===== src/rtl/tetris_seq_ctrl.sv =====
// rtl/tetris_seq_ctrl.sv - falling-block game sequencer: gravity tick, collision checks, lock, row clear
// Sequences check/command handshakes against an external grid datapath and scans for full rows after lock.
module tetris_seq_ctrl #(
    parameter int ROWS     = 16,
    parameter int COLS     = 16,
    parameter int TICK_DIV = 32768
) (
    input  logic            clk,
    input  logic            reset,
    input  logic            ctrl1,
    input  logic            ctrl2,
    output logic            chk_req,
    output logic [1:0]      chk_op,
    input  logic            chk_ack,
    input  logic            chk_hit,
    output logic            cmd_valid,
    output logic [2:0]      cmd_op,
    output logic [3:0]      cmd_row,
    input  logic            cmd_ready,
    output logic [3:0]      row_addr,
    input  logic [COLS-1:0] row_data,
    output logic [7:0]      lines_cleared,
    output logic            game_over
);
    localparam int CW = (TICK_DIV > 1) ? $clog2(TICK_DIV) : 1;
    localparam logic [CW-1:0] CNT_LAST = CW'(TICK_DIV - 1);
    localparam logic [3:0]    LAST_ROW = 4'(ROWS - 1);

    localparam logic [1:0] CK_SPAWN = 2'd0, CK_LEFT = 2'd1, CK_RIGHT = 2'd2, CK_DOWN = 2'd3;
    localparam logic [2:0] OP_SPAWN = 3'd0, OP_DOWN = 3'd3, OP_LOCK = 3'd4, OP_CLEAR = 3'd5;

    typedef enum logic [3:0] {
        S_IDLE, S_SPAWN_CHK, S_SPAWN_CMD, S_WAIT_TICK, S_MOVE_CHK, S_MOVE_CMD,
        S_FALL_CHK, S_FALL_CMD, S_LOCK, S_SCAN, S_CLEAR, S_OVER
    } state_t;

    state_t         state_q, state_d;
    logic [CW-1:0]  cnt_q, cnt_d;
    logic           pend_q, pend_d;
    logic           chk_req_q, chk_req_d;
    logic [1:0]     chk_op_q, chk_op_d;
    logic           cmd_valid_q, cmd_valid_d;
    logic [2:0]     cmd_op_q, cmd_op_d;
    logic [3:0]     cmd_row_q, cmd_row_d;
    logic [3:0]     row_addr_q, row_addr_d;
    logic [7:0]     lines_q, lines_d;
    logic           over_q, over_d;
    logic [1:0]     move_op_q, move_op_d;
    logic           phase_q, phase_d;
    logic           tick;

    // Each *_CHK / *_CMD state raises its own request on entry, so a request
    // always drops for at least one cycle between consecutive transactions.
    always_comb begin
        state_d     = state_q;
        cnt_d       = cnt_q;
        pend_d      = pend_q;
        chk_req_d   = chk_req_q;
        chk_op_d    = chk_op_q;
        cmd_valid_d = cmd_valid_q;
        cmd_op_d    = cmd_op_q;
        cmd_row_d   = cmd_row_q;
        row_addr_d  = row_addr_q;
        lines_d     = lines_q;
        over_d      = over_q;
        move_op_d   = move_op_q;
        phase_d     = phase_q;

        tick = (state_q != S_OVER) && (cnt_q == CNT_LAST);
        if (state_q != S_OVER) begin
            cnt_d = tick ? '0 : cnt_q + CW'(1);
        end

        case (state_q)
            S_IDLE: state_d = S_SPAWN_CHK;
            S_SPAWN_CHK: begin
                if (!chk_req_q) begin
                    chk_req_d = 1'b1;
                    chk_op_d  = CK_SPAWN;
                end else if (chk_ack) begin
                    chk_req_d = 1'b0;
                    over_d    = chk_hit;
                    state_d   = chk_hit ? S_OVER : S_SPAWN_CMD;
                end
            end
            S_SPAWN_CMD: begin
                if (!cmd_valid_q) begin
                    cmd_valid_d = 1'b1;
                    cmd_op_d    = OP_SPAWN;
                end else if (cmd_ready) begin
                    cmd_valid_d = 1'b0;
                    state_d     = S_WAIT_TICK;
                end
            end
            S_WAIT_TICK: begin
                if (pend_q) begin
                    pend_d = 1'b0;
                    if (ctrl1 ^ ctrl2) begin
                        move_op_d = ctrl1 ? CK_LEFT : CK_RIGHT;
                        state_d   = S_MOVE_CHK;
                    end else begin
                        state_d = S_FALL_CHK;
                    end
                end
            end
            S_MOVE_CHK: begin
                if (!chk_req_q) begin
                    chk_req_d = 1'b1;
                    chk_op_d  = move_op_q;
                end else if (chk_ack) begin
                    chk_req_d = 1'b0;
                    state_d   = chk_hit ? S_FALL_CHK : S_MOVE_CMD;
                end
            end
            S_MOVE_CMD: begin
                if (!cmd_valid_q) begin
                    cmd_valid_d = 1'b1;
                    cmd_op_d    = {1'b0, move_op_q};
                end else if (cmd_ready) begin
                    cmd_valid_d = 1'b0;
                    state_d     = S_FALL_CHK;
                end
            end
            S_FALL_CHK: begin
                if (!chk_req_q) begin
                    chk_req_d = 1'b1;
                    chk_op_d  = CK_DOWN;
                end else if (chk_ack) begin
                    chk_req_d = 1'b0;
                    state_d   = chk_hit ? S_LOCK : S_FALL_CMD;
                end
            end
            S_FALL_CMD: begin
                if (!cmd_valid_q) begin
                    cmd_valid_d = 1'b1;
                    cmd_op_d    = OP_DOWN;
                end else if (cmd_ready) begin
                    cmd_valid_d = 1'b0;
                    state_d     = S_WAIT_TICK;
                end
            end
            S_LOCK: begin
                if (!cmd_valid_q) begin
                    cmd_valid_d = 1'b1;
                    cmd_op_d    = OP_LOCK;
                end else if (cmd_ready) begin
                    cmd_valid_d = 1'b0;
                    row_addr_d  = LAST_ROW;
                    phase_d     = 1'b0;
                    state_d     = S_SCAN;
                end
            end
            // phase 0 presents the address, phase 1 sees the registered row contents
            S_SCAN: begin
                if (!phase_q) begin
                    phase_d = 1'b1;
                end else begin
                    phase_d = 1'b0;
                    if (&row_data) begin
                        state_d = S_CLEAR;
                    end else if (row_addr_q == 4'd0) begin
                        state_d = S_SPAWN_CHK;
                    end else begin
                        row_addr_d = row_addr_q - 4'd1;
                    end
                end
            end
            S_CLEAR: begin
                if (!cmd_valid_q) begin
                    cmd_valid_d = 1'b1;
                    cmd_op_d    = OP_CLEAR;
                    cmd_row_d   = row_addr_q;
                end else if (cmd_ready) begin
                    cmd_valid_d = 1'b0;
                    if (lines_q != 8'hFF) lines_d = lines_q + 8'd1;
                    state_d = S_SCAN;
                end
            end
            S_OVER: begin
                chk_req_d   = 1'b0;
                cmd_valid_d = 1'b0;
            end
            default: state_d = S_IDLE;
        endcase

        if (tick) pend_d = 1'b1;
    end

    always_ff @(posedge clk or negedge reset) begin
        if (!reset) begin
            state_q     <= S_IDLE;
            cnt_q       <= '0;
            pend_q      <= 1'b0;
            chk_req_q   <= 1'b0;
            chk_op_q    <= 2'd0;
            cmd_valid_q <= 1'b0;
            cmd_op_q    <= 3'd0;
            cmd_row_q   <= 4'd0;
            row_addr_q  <= LAST_ROW;
            lines_q     <= 8'd0;
            over_q      <= 1'b0;
            move_op_q   <= 2'd0;
            phase_q     <= 1'b0;
        end else begin
            state_q     <= state_d;
            cnt_q       <= cnt_d;
            pend_q      <= pend_d;
            chk_req_q   <= chk_req_d;
            chk_op_q    <= chk_op_d;
            cmd_valid_q <= cmd_valid_d;
            cmd_op_q    <= cmd_op_d;
            cmd_row_q   <= cmd_row_d;
            row_addr_q  <= row_addr_d;
            lines_q     <= lines_d;
            over_q      <= over_d;
            move_op_q   <= move_op_d;
            phase_q     <= phase_d;
        end
    end

    assign chk_req       = chk_req_q;
    assign chk_op        = chk_op_q;
    assign cmd_valid     = cmd_valid_q;
    assign cmd_op        = cmd_op_q;
    assign cmd_row       = cmd_row_q;
    assign row_addr      = row_addr_q;
    assign lines_cleared = lines_q;
    assign game_over     = over_q;
endmodule


===== config.mk =====
export PLATFORM = sky130hd
export DESIGN_NAME = tetris_seq_ctrl
export DESIGN_NICKNAME = d
export VERILOG_FILES = /design/src/rtl/tetris_seq_ctrl.sv
export SDC_FILE = /design/constraint.sdc
export NUM_CORES = 1
export LEC_CHECK = 0
export ABC_AREA = 1
export CORE_UTILIZATION = 53
export CTS_CLUSTER_SIZE = 10
export DETAILED_ROUTE_END_ITERATION = 10
export PLACE_DENSITY = 0.8
export SLEW_MARGIN = 25
export SYNTH_ARGS = -nofsm -noshare
export SYNTH_HDL_FRONTEND = slang
export SYNTH_SLANG_ARGS = --single-unit
export TNS_END_PERCENT = 30

===== constraint.sdc =====
create_clock -name clk -period 1.6 [get_ports clk]
set_input_delay 0.24 -clock clk [delete_from_list [all_inputs] [get_ports clk]]
set_output_delay 0.24 -clock clk [all_outputs]
set_load 0.05 [all_outputs]

# Word-level counts from Yosys, hierarchy flattened
# Index checks and enable logic that the tools add are counted.
[totals]
output_inout_bits = 24
elab_cells = 134
ff_bits = 47
input_bits = 23
[op_classes]
n_eq_ne = 41
n_addsub = 3
bitwise_logic = 3
reduce_logical = 23
mux = 51
[op_table]
columns = ["cell", "count"]
rows = [
  ["2-to-1 mux 4 bit", 23],
  ["inequality test 2 bit, second input constant", 22],
  ["case mux 4 bit (10 select lines)", 1],
  ["AND reduction 16 bit", 2],
  ["equality test 4 x 3 -> 1 bit, second input constant", 4],
  ["equality test 4 bit, second input constant", 4],
  ["adder 15 x 1 -> 15 bit, second input constant", 1],
  ["equality test 15 bit, second input constant", 1],
  ["2-to-1 mux 15 bit", 1],
  ["2-to-1 mux 3 bit", 5],
  ["case mux 3 bit (5 select lines)", 1],
  ["2-to-1 mux 2 bit", 6],
  ["AND reduction 6 bit", 2],
  ["2-to-1 mux 1 bit", 9],
  ["AND reduction 3 bit", 3],
  ["adder 8 x 1 -> 8 bit, second input constant", 1],
  ["equality test 4 x 2 -> 1 bit, second input constant", 2],
  ["zero test 4 bit", 2],
  ["inequality test 2 x 1 -> 1 bit, second input constant", 4],
  ["inequality test 8 bit, second input constant", 1],
  ["case mux 4 bit (2 select lines)", 1],
  ["AND reduction 4 bit", 2],
  ["nonzero test 2 bit", 4],
  ["case mux 1 bit (2 select lines)", 3],
  ["14 further kinds", 16],
]

# Logic depth before layout (Yosys ltp)
# Gate-level depths: netlist of run 1.
[logic_depth]
word_depth = 5
ltp_mapped = 12

# Worst setup path after synthesis of run 1
# No wires, ideal clock.
[synth_timing]
kind = "register to register"
from = "register lines_q[0] (netlist: lines_cleared[0])"
to = "register lines_q[4] (netlist: lines_cleared[4])"
synth_period_minus_slack_ns = 1.786
path_slack_ns = -0.186
setup_time_ns = 0.128
required_ns = 1.472
path_stages_with_launch = 9
n_path_buf = 0
arrival_ns = 1.657
path_cell_list = "dfrtp_1 -> ha_1 -> nand3_1 -> nor3_1 -> nor2_1 -> nand2_2 -> inv_1 -> nand2_1 -> o21ai_0"
[synth_via]
elab_chain_cells = 2
[synth_lines]
columns = ["item", "line", "rtl"]
rows = [
  ["from (decl)", "46", "logic [7:0] lines_q, lines_d;"],
  ["from (signal assigned)", "214", "lines_q <= lines_d;"],
  ["branches (longest 2 deep; another with adder 8 x 1 -> 8 bit)", "--", ""],
]
# Several ways; the timed one is not identified.
# A chain may end at the register's enable or synchronous reset.

# Final worst setup path of run 1
[layout_timing]
from = "register row_addr_q[1] (netlist: row_addr[1])"
to = "register row_addr_q[1] (netlist: row_addr[1])"
[layout_via]
elab_chain_cells = 5
[layout_lines]
columns = ["item", "line", "rtl"]
rows = [
  ["from (decl)", "45", "logic [3:0] row_addr_q, row_addr_d;"],
  ["from (signal assigned)", "213", "row_addr_q <= row_addr_d;"],
  ["subtractor 4 x 1 -> 4 bit", "164", "row_addr_d = row_addr_q - 4'd1;"],
  ["2-to-1 mux 4 bit", "161", "end else if (row_addr_q == 4'd0) begin"],
  ["2-to-1 mux 4 bit", "159", "if (&row_data) begin"],
  ["2-to-1 mux 4 bit", "155", "if (!phase_q) begin"],
  ["case mux 4 bit (2 select lines)", "74", "case (state_q)"],
]
# Parallel ways exist; a longest one is shown, timed or not. The select of a mux whose other input is x is not followed.

==> run_results.csv, run 1 <==
group,metric,value,unit
synth,synth_nets,379,
route,drtAntennaViolNets,0,
worst_setup_path,crit_chain,"inv_2 -> ha_4 -> nand2_2 -> nor2_2 -> nor2_4 -> nor2_1 -> nor2_1 -> nand2_2 -> o21ai_1",
route,vias,2458,
worst_setup_path,critical_path_buf_inv_count,1,
worst_setup_path,cp.depth,9,
synth,syn_area,2655,µm²
worst_hold_path,hold_class,"input pin to async pin",
route,viasPerCell,4.946,
route,wl_per_cell,11.72,µm
worst_setup_path,crit_arrival,1730,ps
die,dieArea,5296,µm²
place,dpl.hpwl,4354,µm
place,portBuffers,46,
synth,synth_ff_type,"dfrtp_1",
place,gp_congestion,0.9096,
sta,worst_pin_slew,282.3,ps
cts,path_clk_slew,90,ps
finish,drive_gt1_share,24.65,%
synth,ys_seq_elements,47,
outcome,status,"completed",
synth,yosys_warnings,0,
worst_setup_path,critical-path-top-delay-family,"flip-flops",
worst_setup_path,rr_endpoint,"row_addr[1]",
die,fp-row-count,25,
global_route,grt_antenna_before_repair,0,
pwr,power.total,6.341,mW
pwr,p_leak,1.775,nW
worst_setup_path,required,1840,ps
worst_setup_path,r2r_start,"row_addr[1]",
sta,fin_crit,1495,ps
cts,h-tree-depth,2,
route,drt-initial-drc-count,166,
finish,instances_no_fill,497,
worst_setup_path,critPathKind,"flip-flop to flip-flop",
route,wl_met2,2909,µm
synth,synth_cells,353,
global_route,grt_pass1_wl,9804,µm
die,die_y,72.78,µm
synth,avgSynthCellArea,7.521,µm²
die,die_x,72.78,µm
finish,seq_area,1189,µm²
die,initial_core_util,55.48,%
global_route,grt_pass1_vias,2336,
sta,whs,443.6,ps
cts,numClockSinks,47,
sta,max_freq,668.9,MHz
worst_setup_path,startpoint_type,"flip-flop",
route,drt_first_pass_iters,4,
finish,most-common-layout-cells,"nand2_1, nor2_1, buf_4, dfrtp_1, inv_1",
finish,diodes,0,
sta,slew_headroom,81.04,%
route,drc,0,
cts,cts_tree,"done",
synth,seq_area_frac_synth,44.49,%
place,placed_cells,482,
finish,final_core_util,74.09,%
finish,fillers,362,
worst_setup_path,slowest_delay,550,ps
route,highest_layer,"met4",
worst_setup_path,crit_slowest_cell,"dfstp_2",
sta,slew_viol_final,0,
cts,cts_inserted_buffers,5,
die,io_pins,47,
synth,synth.distinct_cells,30,
synth,synth_edf_count,0,
sta,clock_skew,11.16,ps
global_route,grtUsageTotal,23.92,%
worst_setup_path,reg2reg_depth,9,
synth,async_flop_share,100.0,%
worst_setup_path,reg2reg_slack,100,ps
pwr,ir_worst_vdd,0.001052,V
cts,clk_path_buf_depth,2,
sta,fin_crit_sh,93.44,%
cts,clockRootBuffer,"clkbuf_8",
flow_run,maxCapViolCount,0,
global_route,overflow,0,
finish,nets,455,
worst_setup_path,critPathMaxFanout,8,
sta,finalSetupViolCount,0,
route,routed_wl,5823,µm
cts,clock_latency,300,ps
route,wl_met3,211,µm
pwr,p_per_area,1788,nW/µm²
finish,multi_input_area,1360,µm²
finish,area_growth,33.55,%
finish,final_common_cell,"nand2_1",
global_route,grt_max_degree,48,
die,fp.coreArea,4786,µm²
route,met1_length,2634,µm
worst_setup_path,endpoint_kind,"flip-flop",
sta,hold_viol,0,
-- cell families (layout without fill, tap and decap cells) --
logic type / count (synthesis) / after routing / synth area share (%)
buffers and inverters: 43 / 120 / 6.645
adders and majority gates: 3 / 3 / 1.414
DFF: 47 / 47 / 44.49
and+or+nand+nor: 212 / 212 / 35.44
xor gates and xnor gates: 17 / 17 / 5.608
AOI/OAI and AO/OA: 31 / 31 / 6.409
-- where the power goes --
| group | switching [mW] | internal, mW |
|---|---|---|
| combinational | 2.22 | 1.37 |
| clock | 0.398 | 0.309 |
| sequential | 0.408 | 1.63 |
| total | 3.03 | 3.31 |
-- metrics by stage --
step	TNS, ps	setup WS (ps)	instance area, µm²
after floorplan	-0.9096	-0.9096	2689
after global placement	0	55.49	3356
after detailed placement	0	17.26	3356
after CTS	0	36.65	3453
after global routing	-151.3	-44.23	3546
final	0	105.0	3546
-- sequential cells by signal (all words and copies together) (netlist names) --
signal and cells:
cnt_q 15, lines_cleared 8, cmd_row 4, row_addr 4, state_q 4, cmd_op 3
chk_op 2, move_op_q 2, chk_req 1, cmd_valid 1, game_over 1, pend_q 1
phase_q 1
-- area by class of cell --
| cell class | instances | area share, % |
|---|---|---|
| Multi-Input combinational cell | 263 | 38.36 |
| Sequential cell | 47 | 33.52 |
| Timing Repair Buffer | 71 | 18.98 |
| Inverter | 41 | 4.340 |
| Tap cell | 67 | 2.364 |
| Clock buffer | 6 | 2.047 |
| Clock inverter | 2 | 0.3881 |
-- worst reg2reg max path, cell delays in order (launching register included) --
cell,delay (ps)
dfstp_2,550
inv_2,50
ha_4,160
nand2_2,90
nor2_2,50
nor2_4,80
nor2_1,40
nor2_1,130
nand2_2,120
o21ai_1,150
-- synthesized netlist by cell type (4+ instances only) --
| cell | number | area (µm²) |
|---|---|---|
| inv_2 | 6 | 22.52 |
| nand3_1 | 23 | 115.1 |
| xor2_1 | 10 | 87.58 |
| nor2_1 | 48 | 180.2 |
| inv_1 | 35 | 131.4 |
| o21ai_0 | 21 | 105.1 |
| dfstp_2 | 4 | 105.1 |
| nor3_1 | 9 | 45.04 |
| nand2_2 | 5 | 31.28 |
| dfrtp_1 | 43 | 1076 |
| nand2_1 | 108 | 405.4 |
| nand4_1 | 4 | 25.02 |
| xnor2_1 | 7 | 61.31 |
-- repair_timing --
item                                   4_1_cts  5_1_grt
buffers inserted                             0        6
resized for setup                            1       15
endpoints found under the hold margin       43        0
setup endpoints to repair                    1       17
pin swaps                                    0        2
hold buffers                                 1        0
-- worst max-delay path by stage --
stage	startpoint	to
floorplan	row_addr[0]	row_addr[2]
global placement	row_data[0]	row_addr[0]
detailed placement	row_data[8]	row_addr[1]
CTS	cnt_q[0]	cnt_q[3]
global route	state_q[1]	state_q[0]
finish	row_addr[1]	row_addr[1]
-- per-layer routing --
metal,global-route usage (%),vias to the layer above
li1,-,1275
met1,29.97,1120
met3,4.282,6
met4,7.843,0
met5,0,-
met2,41.74,57
Power figures use the tool's default switching activity.
==> run 2, diff against run 1 <==
--- a/config.mk
+++ b/config.mk
@@ -9,6 +9,7 @@
 export CORE_UTILIZATION = 53
 export CTS_CLUSTER_SIZE = 10
 export DETAILED_ROUTE_END_ITERATION = 10
+export GPL_TIMING_DRIVEN = 0
 export PLACE_DENSITY = 0.8
 export SLEW_MARGIN = 25
 export SYNTH_ARGS = -nofsm -noshare
==> run 2 against run 1 <==
- first-iteration DRC count shrank 15%
- sequential power is essentially flat
- largest power group unchanged
- via count grew 0.37%
- clock skew shrank 4.7 ps
- critical path depth shrank 8
- clock-buffer cell count grew 1
- non-clock buffer count shrank 7
- sequential cell count is the same
==> run_results.csv, run 2 (synthesis gave the netlist of run 1 again) <==
group,metric,value,unit
place,dpl.hpwl,4265,µm
finish,final_common_cell,"nand2_1",
worst_setup_path,critical_path_buf_inv_count,1,
pwr,p_leak,1.769,nW
worst_setup_path,slowest_delay,550,ps
finish,stdcell_area,3545,µm²
worst_setup_path,critPathKind,"flip-flop to output pin",
cts,clock_latency,300,ps
global_route,grt_pass1_wl,9673,µm
die,die_x,72.78,µm
cts,clockRootBuffer,"clkbuf_8",
worst_hold_path,hold_class,"input pin to async pin",
die,dieArea,5296,µm²
global_route,grtUsageTotal,23.45,%
sta,fin_crit_sh,94.99,%
worst_setup_path,endpoint_kind,"output pin",
outcome,status,"completed",
route,viasPerCell,5.035,
global_route,grt_max_degree,31,
finish,most-common-layout-cells,"nand2_1, nor2_1, dfrtp_1, inv_1, clkdlybuf4s50_1",
sta,max_freq,657.9,MHz
finish,diodes,0,
sta,worst_pin_slew,513.4,ps
flow_run,maxCapViolCount,0,
route,drt-initial-drc-count,141,
worst_setup_path,required,1360,ps
pwr,p_per_area,1733,nW/µm²
global_route,overflow,0,
cts,cts_inserted_buffers,5,
finish,area_growth,33.51,%
route,drc,0,
die,initial_core_util,55.48,%
route,wl_met3,236,µm
place,portBuffers,46,
finish,drive_gt1_share,22.22,%
route,highest_layer,"met4",
sta,slew_headroom,65.91,%
place,placed_cell_area,3248,µm²
cts,clk_path_buf_depth,2,
route,met1_length,2565,µm
pwr,ir_worst_vdd,0.001039,V
worst_setup_path,crit_slowest_cell,"dlygate4sd2_1",
die,io_pins,47,
cts,path_clk_slew,90,ps
sta,fin_crit,1520,ps
worst_setup_path,critical-path-top-delay-family,"buffers and inverters",
cts,h-tree-depth,2,
global_route,grt_antenna_before_repair,0,
cts,cts_tree,"done",
finish,final_core_util,74.07,%
finish,nets,448,
cts,numClockSinks,47,
pwr,power.total,6.142,mW
finish,top_register,"cnt_q",
route,drt_first_pass_iters,4,
sta,clock_skew,6.499,ps
sta,slew_viol_final,0,
route,routed_wl,5965,µm
route,wl_per_cell,12.17,µm
global_route,grt_pass1_vias,2287,
die,fp.coreArea,4786,µm²
die,die_y,72.78,µm
worst_setup_path,crit_arrival,1280,ps
route,vias,2467,
worst_setup_path,startpoint_type,"flip-flop",
worst_setup_path,crit_chain,"dlygate4sd2_1",
sta,finalSetupViolCount,0,
finish,largest_reg_flops,15,
route,wl_met2,3055,µm
sta,hold_viol,0,
place,gp_congestion,0.9387,
die,fp-row-count,25,
worst_setup_path,critPathMaxFanout,5,
route,drtAntennaViolNets,0,
==> run 2: changes by cell type in the layout (fill, tap and decap cells not counted), sizes merged <==
cell           change
buf               -31
dlygate4sd2       +20
clkbuf             +4
clkdlybuf4s15      +1
clkinv             -1
==> run 2: per-layer routing <==
metal	GRT usage [%]	up-vias
li1	-	1251
met1	28.46	1133
met2	40.29	67
met3	4.972	16
met4	10.02	0
met5	0	-
==> run 2: area by class of cell <==
| cell class | count | area (µm²) |
|---|---|---|
| Multi-Input combinational cell | 263 | 1460 |
| Clock inverter | 1 | 5.005 |
| Timing Repair Buffer | 62 | 551.8 |
| Inverter | 41 | 156.4 |
| Clock buffer | 7 | 76.32 |
| Tap cell | 67 | 83.83 |
| Fill cell | 361 | 1241 |
| Sequential cell | 47 | 1189 |
| Buffer | 2 | 22.52 |
==> run 2: power by group <==
group	total (mW)	internal, mW	switching [mW]
combinational	3.42	1.13	2.29
clock	0.701	0.308	0.393
sequential	2.02	1.63	0.389
total	6.14	3.07	3.08
==> run 2: final timing paths <==
check | start | to | slack [ps] | cells past startpoint
setup / recovery | lines_cleared[6] | lines_cleared[6] | 80 | 1
hold / removal | reset | cnt_q[4] | 390 | 2
setup reg to reg | cnt_q[1] | cnt_q[9] | 100 | 8
hold reg to reg | row_addr[2] | row_addr[2] | 480 | 2
max in group asynchronous | reset | row_addr[2] | 640 | 3
min in group clk | row_addr[2] | row_addr[2] | 480 | 2
==> run 2: stage by stage <==
stage	hold WS (ps)	TNS, ps	setup WS, ps	std cells
floorplan	-55.59	-0.9096	-0.9096	353
global placement	458.8	-46300	-1189	466
detailed placement	197.4	-167.6	-40.82	467
CTS	420.1	0	7.897	476
global route	436.6	-104.7	-23.81	490
finish	394.5	0	80.12	490
==> run 2: what timing repair did <==
item	CTS	global route
endpoints found under the hold margin	17	0
hold buffers	1	0
setup endpoints to repair	30	25
pin swaps	0	11
gates resized for setup	31	42
buffers inserted	0	14
